[config.mk]
export PLATFORM = sky130hd
export DESIGN_NAME = ring_buffer_arbiter
export DESIGN_NICKNAME = d
export VERILOG_FILES = /design/src/rtl/rb_arb_pkg.sv /design/src/rtl/ring_buffer_arbiter_rr_pick.sv /design/src/rtl/ring_buffer_arbiter.sv
export SDC_FILE = /design/constraint.sdc
export NUM_CORES = 1
export LEC_CHECK = 0
export ABC_AREA = 1
export CORE_MARGIN = 2
export CORE_UTILIZATION = 29
export CTS_BUF_LIST = sky130_fd_sc_hd__clkbuf_16
export DETAILED_ROUTE_END_ITERATION = 8
export GPL_TIMING_DRIVEN = 0
export SLEW_MARGIN = 20
export SYNTH_ARGS = -nofsm -noshare
export SYNTH_HDL_FRONTEND = slang
export SYNTH_SLANG_ARGS = --single-unit
[constraint.sdc]
create_clock -name clk -period 4.81 [get_ports clk]
set_clock_uncertainty 0.1 [all_clocks]
set_input_delay 0.962 -clock clk [delete_from_list [all_inputs] [get_ports clk]]
set_output_delay 0.962 -clock clk [all_outputs]
set_load 0.03 [all_outputs]
[src/rtl/rb_arb_pkg.sv]
// Shared constants and types for the ring-buffer arbiter.
package rb_arb_pkg;

  localparam logic [1:0] MODE_IDLE = 2'b00;
  localparam logic [1:0] MODE_R    = 2'b01;
  localparam logic [1:0] MODE_W    = 2'b10;

  localparam int unsigned STAT_WIDTH = 16;

  typedef enum logic {
    ARB   = 1'b0,
    FLUSH = 1'b1
  } arb_state_t;

  // Index width for n requesters; at least one bit.
  function automatic int unsigned idx_width(input int unsigned n);
    return (n > 1) ? $clog2(n) : 1;
  endfunction

endpackage

[src/rtl/ring_buffer_arbiter_rr_pick.sv]
// Combinational round-robin picker: first set request at or after ptr, wrapping.
module rr_pick
  import rb_arb_pkg::*;
#(
  parameter int unsigned NUM_REQ = 4,
  parameter int unsigned IDX_W   = idx_width(NUM_REQ)
) (
  input  logic [NUM_REQ-1:0] req,
  input  logic [IDX_W-1:0]   ptr,
  output logic [NUM_REQ-1:0] gnt_onehot,
  output logic [IDX_W-1:0]   gnt_idx,
  output logic               any
);

  logic [31:0] idx;

  // Scan from ptr, wrapping modulo NUM_REQ; first hit wins.
  always_comb begin
    gnt_onehot = '0;
    gnt_idx    = '0;
    any        = 1'b0;
    idx        = '0;
    for (int unsigned k = 0; k < NUM_REQ; k++) begin
      idx = 32'(ptr) + 32'(k);
      if (idx >= 32'(NUM_REQ)) idx = idx - 32'(NUM_REQ);
      if (!any && req[idx[IDX_W-1:0]]) begin
        any     = 1'b1;
        gnt_idx = idx[IDX_W-1:0];
      end
    end
    if (any) gnt_onehot[gnt_idx] = 1'b1;
  end

endmodule

[src/rtl/ring_buffer_arbiter.sv]
// Round-robin arbiter sharing one ring buffer between NUM_REQ requesters,
// with a flush sequencer. Optional statistics under RB_ARB_STATS_EN.
module ring_buffer_arbiter
  import rb_arb_pkg::*;
#(
  parameter int unsigned NUM_REQ   = 4,
  parameter int unsigned REG_WIDTH = 8,
  parameter int unsigned PTR_SIZE  = 3
) (
  input  logic                           clk,
  input  logic                           reset_n,
  input  logic [NUM_REQ-1:0]             req_valid,
  input  logic [NUM_REQ-1:0]             req_write,
  input  logic [NUM_REQ*REG_WIDTH-1:0]   req_wdata,
  output logic [NUM_REQ-1:0]             req_ready,
  output logic [NUM_REQ-1:0]             rsp_valid,
  output logic [REG_WIDTH-1:0]           rsp_data,
  input  logic                           flush_req,
  output logic                           flush_busy,
  output logic [1:0]                     buf_mode,
  output logic [REG_WIDTH-1:0]           buf_wdata,
  input  logic [REG_WIDTH-1:0]           buf_rdata,
  input  logic                           buf_empty,
  input  logic                           buf_full
`ifdef RB_ARB_STATS_EN
  ,
  output logic [NUM_REQ*STAT_WIDTH-1:0]  stat_grants,
  output logic [STAT_WIDTH-1:0]          stat_stalls
`endif
);

  localparam int unsigned IDX_W = idx_width(NUM_REQ);

  // Reject unsupported configurations at elaboration.
  generate
    if (NUM_REQ < 2 || NUM_REQ > 8 || PTR_SIZE < 1) begin : g_bad_cfg
      $error("ring_buffer_arbiter: unsupported NUM_REQ/PTR_SIZE");
    end
  endgenerate

  arb_state_t         state;
  logic [IDX_W-1:0]   rr_ptr;
  logic [IDX_W-1:0]   ptr_next;
  logic [NUM_REQ-1:0] eligible;
  logic [NUM_REQ-1:0] pick_req;
  logic [NUM_REQ-1:0] gnt_onehot;
  logic [IDX_W-1:0]   gnt_idx;
  logic               gnt_any;
  logic               gnt_write;

  // A request may go only if the buffer can take it this cycle.
  always_comb begin
    eligible = '0;
    for (int unsigned i = 0; i < NUM_REQ; i++) begin
      eligible[i] = req_valid[i] & (req_write[i] ? ~buf_full : ~buf_empty);
    end
  end

  assign pick_req  = (state == ARB) ? eligible : '0;
  assign gnt_write = |(gnt_onehot & req_write);
  assign ptr_next  = (gnt_idx == IDX_W'(NUM_REQ - 1)) ? '0 : gnt_idx + IDX_W'(1);

  rr_pick #(
    .NUM_REQ (NUM_REQ),
    .IDX_W   (IDX_W)
  ) u_rr_pick (
    .req        (pick_req),
    .ptr        (rr_ptr),
    .gnt_onehot (gnt_onehot),
    .gnt_idx    (gnt_idx),
    .any        (gnt_any)
  );

  // Grant, buffer command and write-data steering for the current cycle.
  always_comb begin
    req_ready = '0;
    buf_mode  = MODE_IDLE;
    buf_wdata = '0;
    case (state)
      ARB: begin
        if (gnt_any) begin
          req_ready = gnt_onehot;
          buf_mode  = gnt_write ? MODE_W : MODE_R;
          for (int unsigned i = 0; i < NUM_REQ; i++) begin
            if (gnt_onehot[i] && gnt_write) buf_wdata = req_wdata[i*REG_WIDTH +: REG_WIDTH];
          end
        end
      end
      FLUSH: begin
        if (!buf_empty) buf_mode = MODE_R;
      end
      default: ;
    endcase
  end

  // Read data is only presented alongside its strobe.
  assign rsp_data = (|rsp_valid) ? buf_rdata : '0;

  // FSM, round-robin pointer and read-response strobe.
  always_ff @(posedge clk or negedge reset_n) begin
    if (!reset_n) begin
      state      <= ARB;
      rr_ptr     <= '0;
      rsp_valid  <= '0;
      flush_busy <= 1'b0;
    end else begin
      case (state)
        ARB: begin
          if (gnt_any) rr_ptr <= ptr_next;
          rsp_valid <= (gnt_any && !gnt_write) ? gnt_onehot : '0;
          if (flush_req) begin
            state      <= FLUSH;
            flush_busy <= 1'b1;
          end
        end
        FLUSH: begin
          rsp_valid <= '0;
          if (buf_empty) begin
            state      <= ARB;
            flush_busy <= 1'b0;
          end
        end
        default: begin
          state <= ARB;
        end
      endcase
    end
  end

`ifdef RB_ARB_STATS_EN
  logic stall_c;
  assign stall_c = (state == ARB) && (|req_valid) && !gnt_any;

  // Saturating per-requester grant counters and stall counter.
  always_ff @(posedge clk or negedge reset_n) begin
    if (!reset_n) begin
      stat_grants <= '0;
      stat_stalls <= '0;
    end else begin
      for (int unsigned i = 0; i < NUM_REQ; i++) begin
        if (gnt_onehot[i] && (stat_grants[i*STAT_WIDTH +: STAT_WIDTH] != '1)) begin
          stat_grants[i*STAT_WIDTH +: STAT_WIDTH] <=
            stat_grants[i*STAT_WIDTH +: STAT_WIDTH] + STAT_WIDTH'(1);
        end
      end
      if (stall_c && (stat_stalls != '1)) stat_stalls <= stat_stalls + STAT_WIDTH'(1);
    end
  end
`endif

endmodule

==> results.cfg <==
[route]
initialDrtViolationCount = 73
postRouteAntennaNets = 0
drtPass1Iterations = 4
routed-via-count = 1749
routed_via_density = 4.71
drt_drc_violations_left = 0
avgRoutedWirePerCell_microns = 13.0
route.final.wire_length_microns = 4840

[clock_tree]
tritoncts = yes
insertion_delay_ns = 0.23
cts_inserted_buffers = 3
h-tree-depth = 1
clock_path_buffers = 2
clkSinkCount = 8
worst_setup_hold_path_clk_slew_ns = 0.03
cts.root.buffer_cell = sky130_fd_sc_hd__clkbuf_16

[synthesis]
number_of_distinct_library_cells_after_synthesis = 27
ys_ff_latch = 8
sequential_area_share_after_synthesis = 0.150
yosysWarnings = 0
syn_inst = 218
synthesis.area_sq_um = 1330
syn_nets = 275
synth_area_per_cell_sq_um = 6.12

[global_routing]
gr-usage-all-layers = 0.170
grt_start_max_net_pins = 11
overflow = 0
grt_pass1_vias = 1576
initial_antenna_violation_count = 0
grt_pass1_wl_microns = 7230

[hold_path]
holdCritStartpoint = flush_busy$_DFFE_PN0P_
hold-path-endpoint = flush_busy$_DFFE_PN0P_
worst_min_delay_path_class = register to register
hold_depth = 2

[layout]
drive_above_1_share = 0.310
finalInstanceArea_sq_um = 2640
num_antenna_cells = 0
layout_common_cells = sky130_fd_sc_hd__clkdlybuf4s50_1, sky130_fd_sc_hd__nand2_1, sky130_fd_sc_hd__inv_1, sky130_fd_sc_hd__nor2_1, sky130_fd_sc_hd__nand3_1
most_common_library_cell_in_the_layout_ignoring_fill_and_taps = sky130_fd_sc_hd__clkdlybuf4s50_1
finish.utilization = 0.602
nets = 378
flow.area_growth_from_synthesis_pct = 97.8

[critical_path]
regToRegStartpoint = rr_ptr[0]$_DFFE_PN0P_
slowest_delay_ns = 0.27
crit_path_end_kind = output pin
cp_data_required_time_ns = 3.75
timing.setup.critical_path_class = input port to output pin
cp_max_fo = 8
slowest_stage = sky130_fd_sc_hd__dlygate4sd2_1
worstSetupStartpointType = input port
worst_path_most_repeated_cell = sky130_fd_sc_hd__inv_2
ff2ff_setup_slack_ns = 2.16
crit_reg_reg_endpoint = rsp_valid[1]$_DFF_PN0_
ff2ff_path_depth = 17
crit_arrival_ns = 3.64

[die]
floorplan.initialDensity = 0.304
fp.dieW_microns = 71.8
core_region_area_sq_um = 4380
die_y_microns = 71.8
fp.dieArea_sq_um = 5160
ios = 80
fp-row-count = 24

[timing]
setup_ws_ns = 0.104
fin_tns_setup_ns = 0
slew_violations = 0
final.min_clock_period_ns = 4.71
transition_time_at_the_pin_with_the_least_slew_margin_ns = 0.628
timing.final.hold_violations = 0
finalSetupViolations = 0
final_critical_path_share_of_the_clock_period = 0.978
rel_slew_slack = 0.578
fmax_ghz = 0.212

[place]
place.gp.congestion = 0.825
dpl.hpwl_microns = 3420
post_dp_cell_area_sq_um = 2190
pre_cts_slack_ns = -0.752
io_buffers = 79

[run]
maxCapViolations = 0

[status]
status = complete, no violations
sequential cells by signal, summed over array words and instances, names as in the netlist:
signal	count
flush_busy	1
rsp_valid	4
rr_ptr	2
state	1
timing repair:
| action | 4_1_cts | 5_1_grt |
|---|---|---|
| resized for setup | 77 | 44 |
| pin swaps | 16 | 26 |
| hold endpoints to repair | 0 | 0 |
| setup buffers | 11 | 6 |
| gates cloned | 1 | 1 |
| endpoints found under the setup margin | 14 | 14 |
| hold buffers | 0 | 0 |
cell families (layout without fill, tap and decap cells):
group | Yosys count | count (layout) | synth area share
buffers and inverters | 53 | 154 | 0.189
xor gates and xnor gates | 1 | 1 | 0.0122
and+or+nand+nor | 133 | 133 | 0.501
adders and majority gates | 4 | 4 | 0.0375
DFF | 8 | 8 | 0.150
AOI/OAI and AO/OA | 19 | 19 | 0.111
synthesized netlist by cell type, drive strengths merged:
master / instances / area share
a21oi: 10 / 0.060
a22oi: 1 / 0.0056
buf: 5 / 0.052
dfrtp: 8 / 0.15
ha: 4 / 0.038
inv: 48 / 0.14
nand2: 46 / 0.16
nand3: 37 / 0.16
nand4: 9 / 0.053
nor2: 40 / 0.13
nor4: 1 / 0.0047
o21a: 2 / 0.011
o21ai: 5 / 0.027
o311ai: 1 / 0.0066
xnor2: 1 / 0.012
metrics by stage:
| stage | hold slack, ns | cells |
|---|---|---|
| 6_report | 0.436 | 371 |
| 5_1_grt | 0.496 | 371 |
| 4_1_cts | 0.434 | 364 |
| 3_5_place_dp | 0.422 | 349 |
| 3_3_place_gp | 0.412 | 349 |
| 2_1_floorplan | 0.402 | 218 |
area by class of cell:
cell class                 instances  area (sq um)
inverter                          48           190
sequential                         8           200
buffer                             5          72.6
fill                             420          1750
clock buffer                       3          75.1
tap                               52          65.1
multi-input combinational        157          1060
timing repair buffer              98           978
per-layer routing:
| metal | up-vias | routed length, microns | track usage |
|---|---|---|---|
| met5 | - | 0 | 0 |
| met4 | 0 | 0 | 0.0189 |
| met3 | 0 | 292 | 0.0295 |
| met2 | 58 | 2470 | 0.292 |
| met1 | 797 | 2070 | 0.230 |
| li1 | 894 | - | - |
how the worst max path moves through the flow:
| stage | cells past startpoint | slack (ns) | startpoint | end |
|---|---|---|---|---|
| floorplan | 20 | 0.44 | req_write[2] | buf_wdata[5] |
| global placement | 20 | -0.76 | buf_empty | buf_wdata[0] |
| detailed placement | 20 | -0.75 | buf_empty | buf_wdata[1] |
| CTS | 25 | 0.002 | req_valid[2] | buf_wdata[6] |
| global route | 26 | -0.03 | req_write[3] | buf_wdata[6] |
| finish | 25 | 0.10 | req_write[3] | buf_wdata[5] |
worst max-delay path: cells and delay by family:
| family | cells | cell delay (ns) |
|---|---|---|
| fa+ha+maj | 1 | 0.14 |
| buf+inv | 9 | 0.99 |
| simple gates | 11 | 0.91 |
| compound gates | 4 | 0.64 |
Power is not shown: default switching activity piles up to over one toggle a cycle in this logic, so the estimate is an artifact.
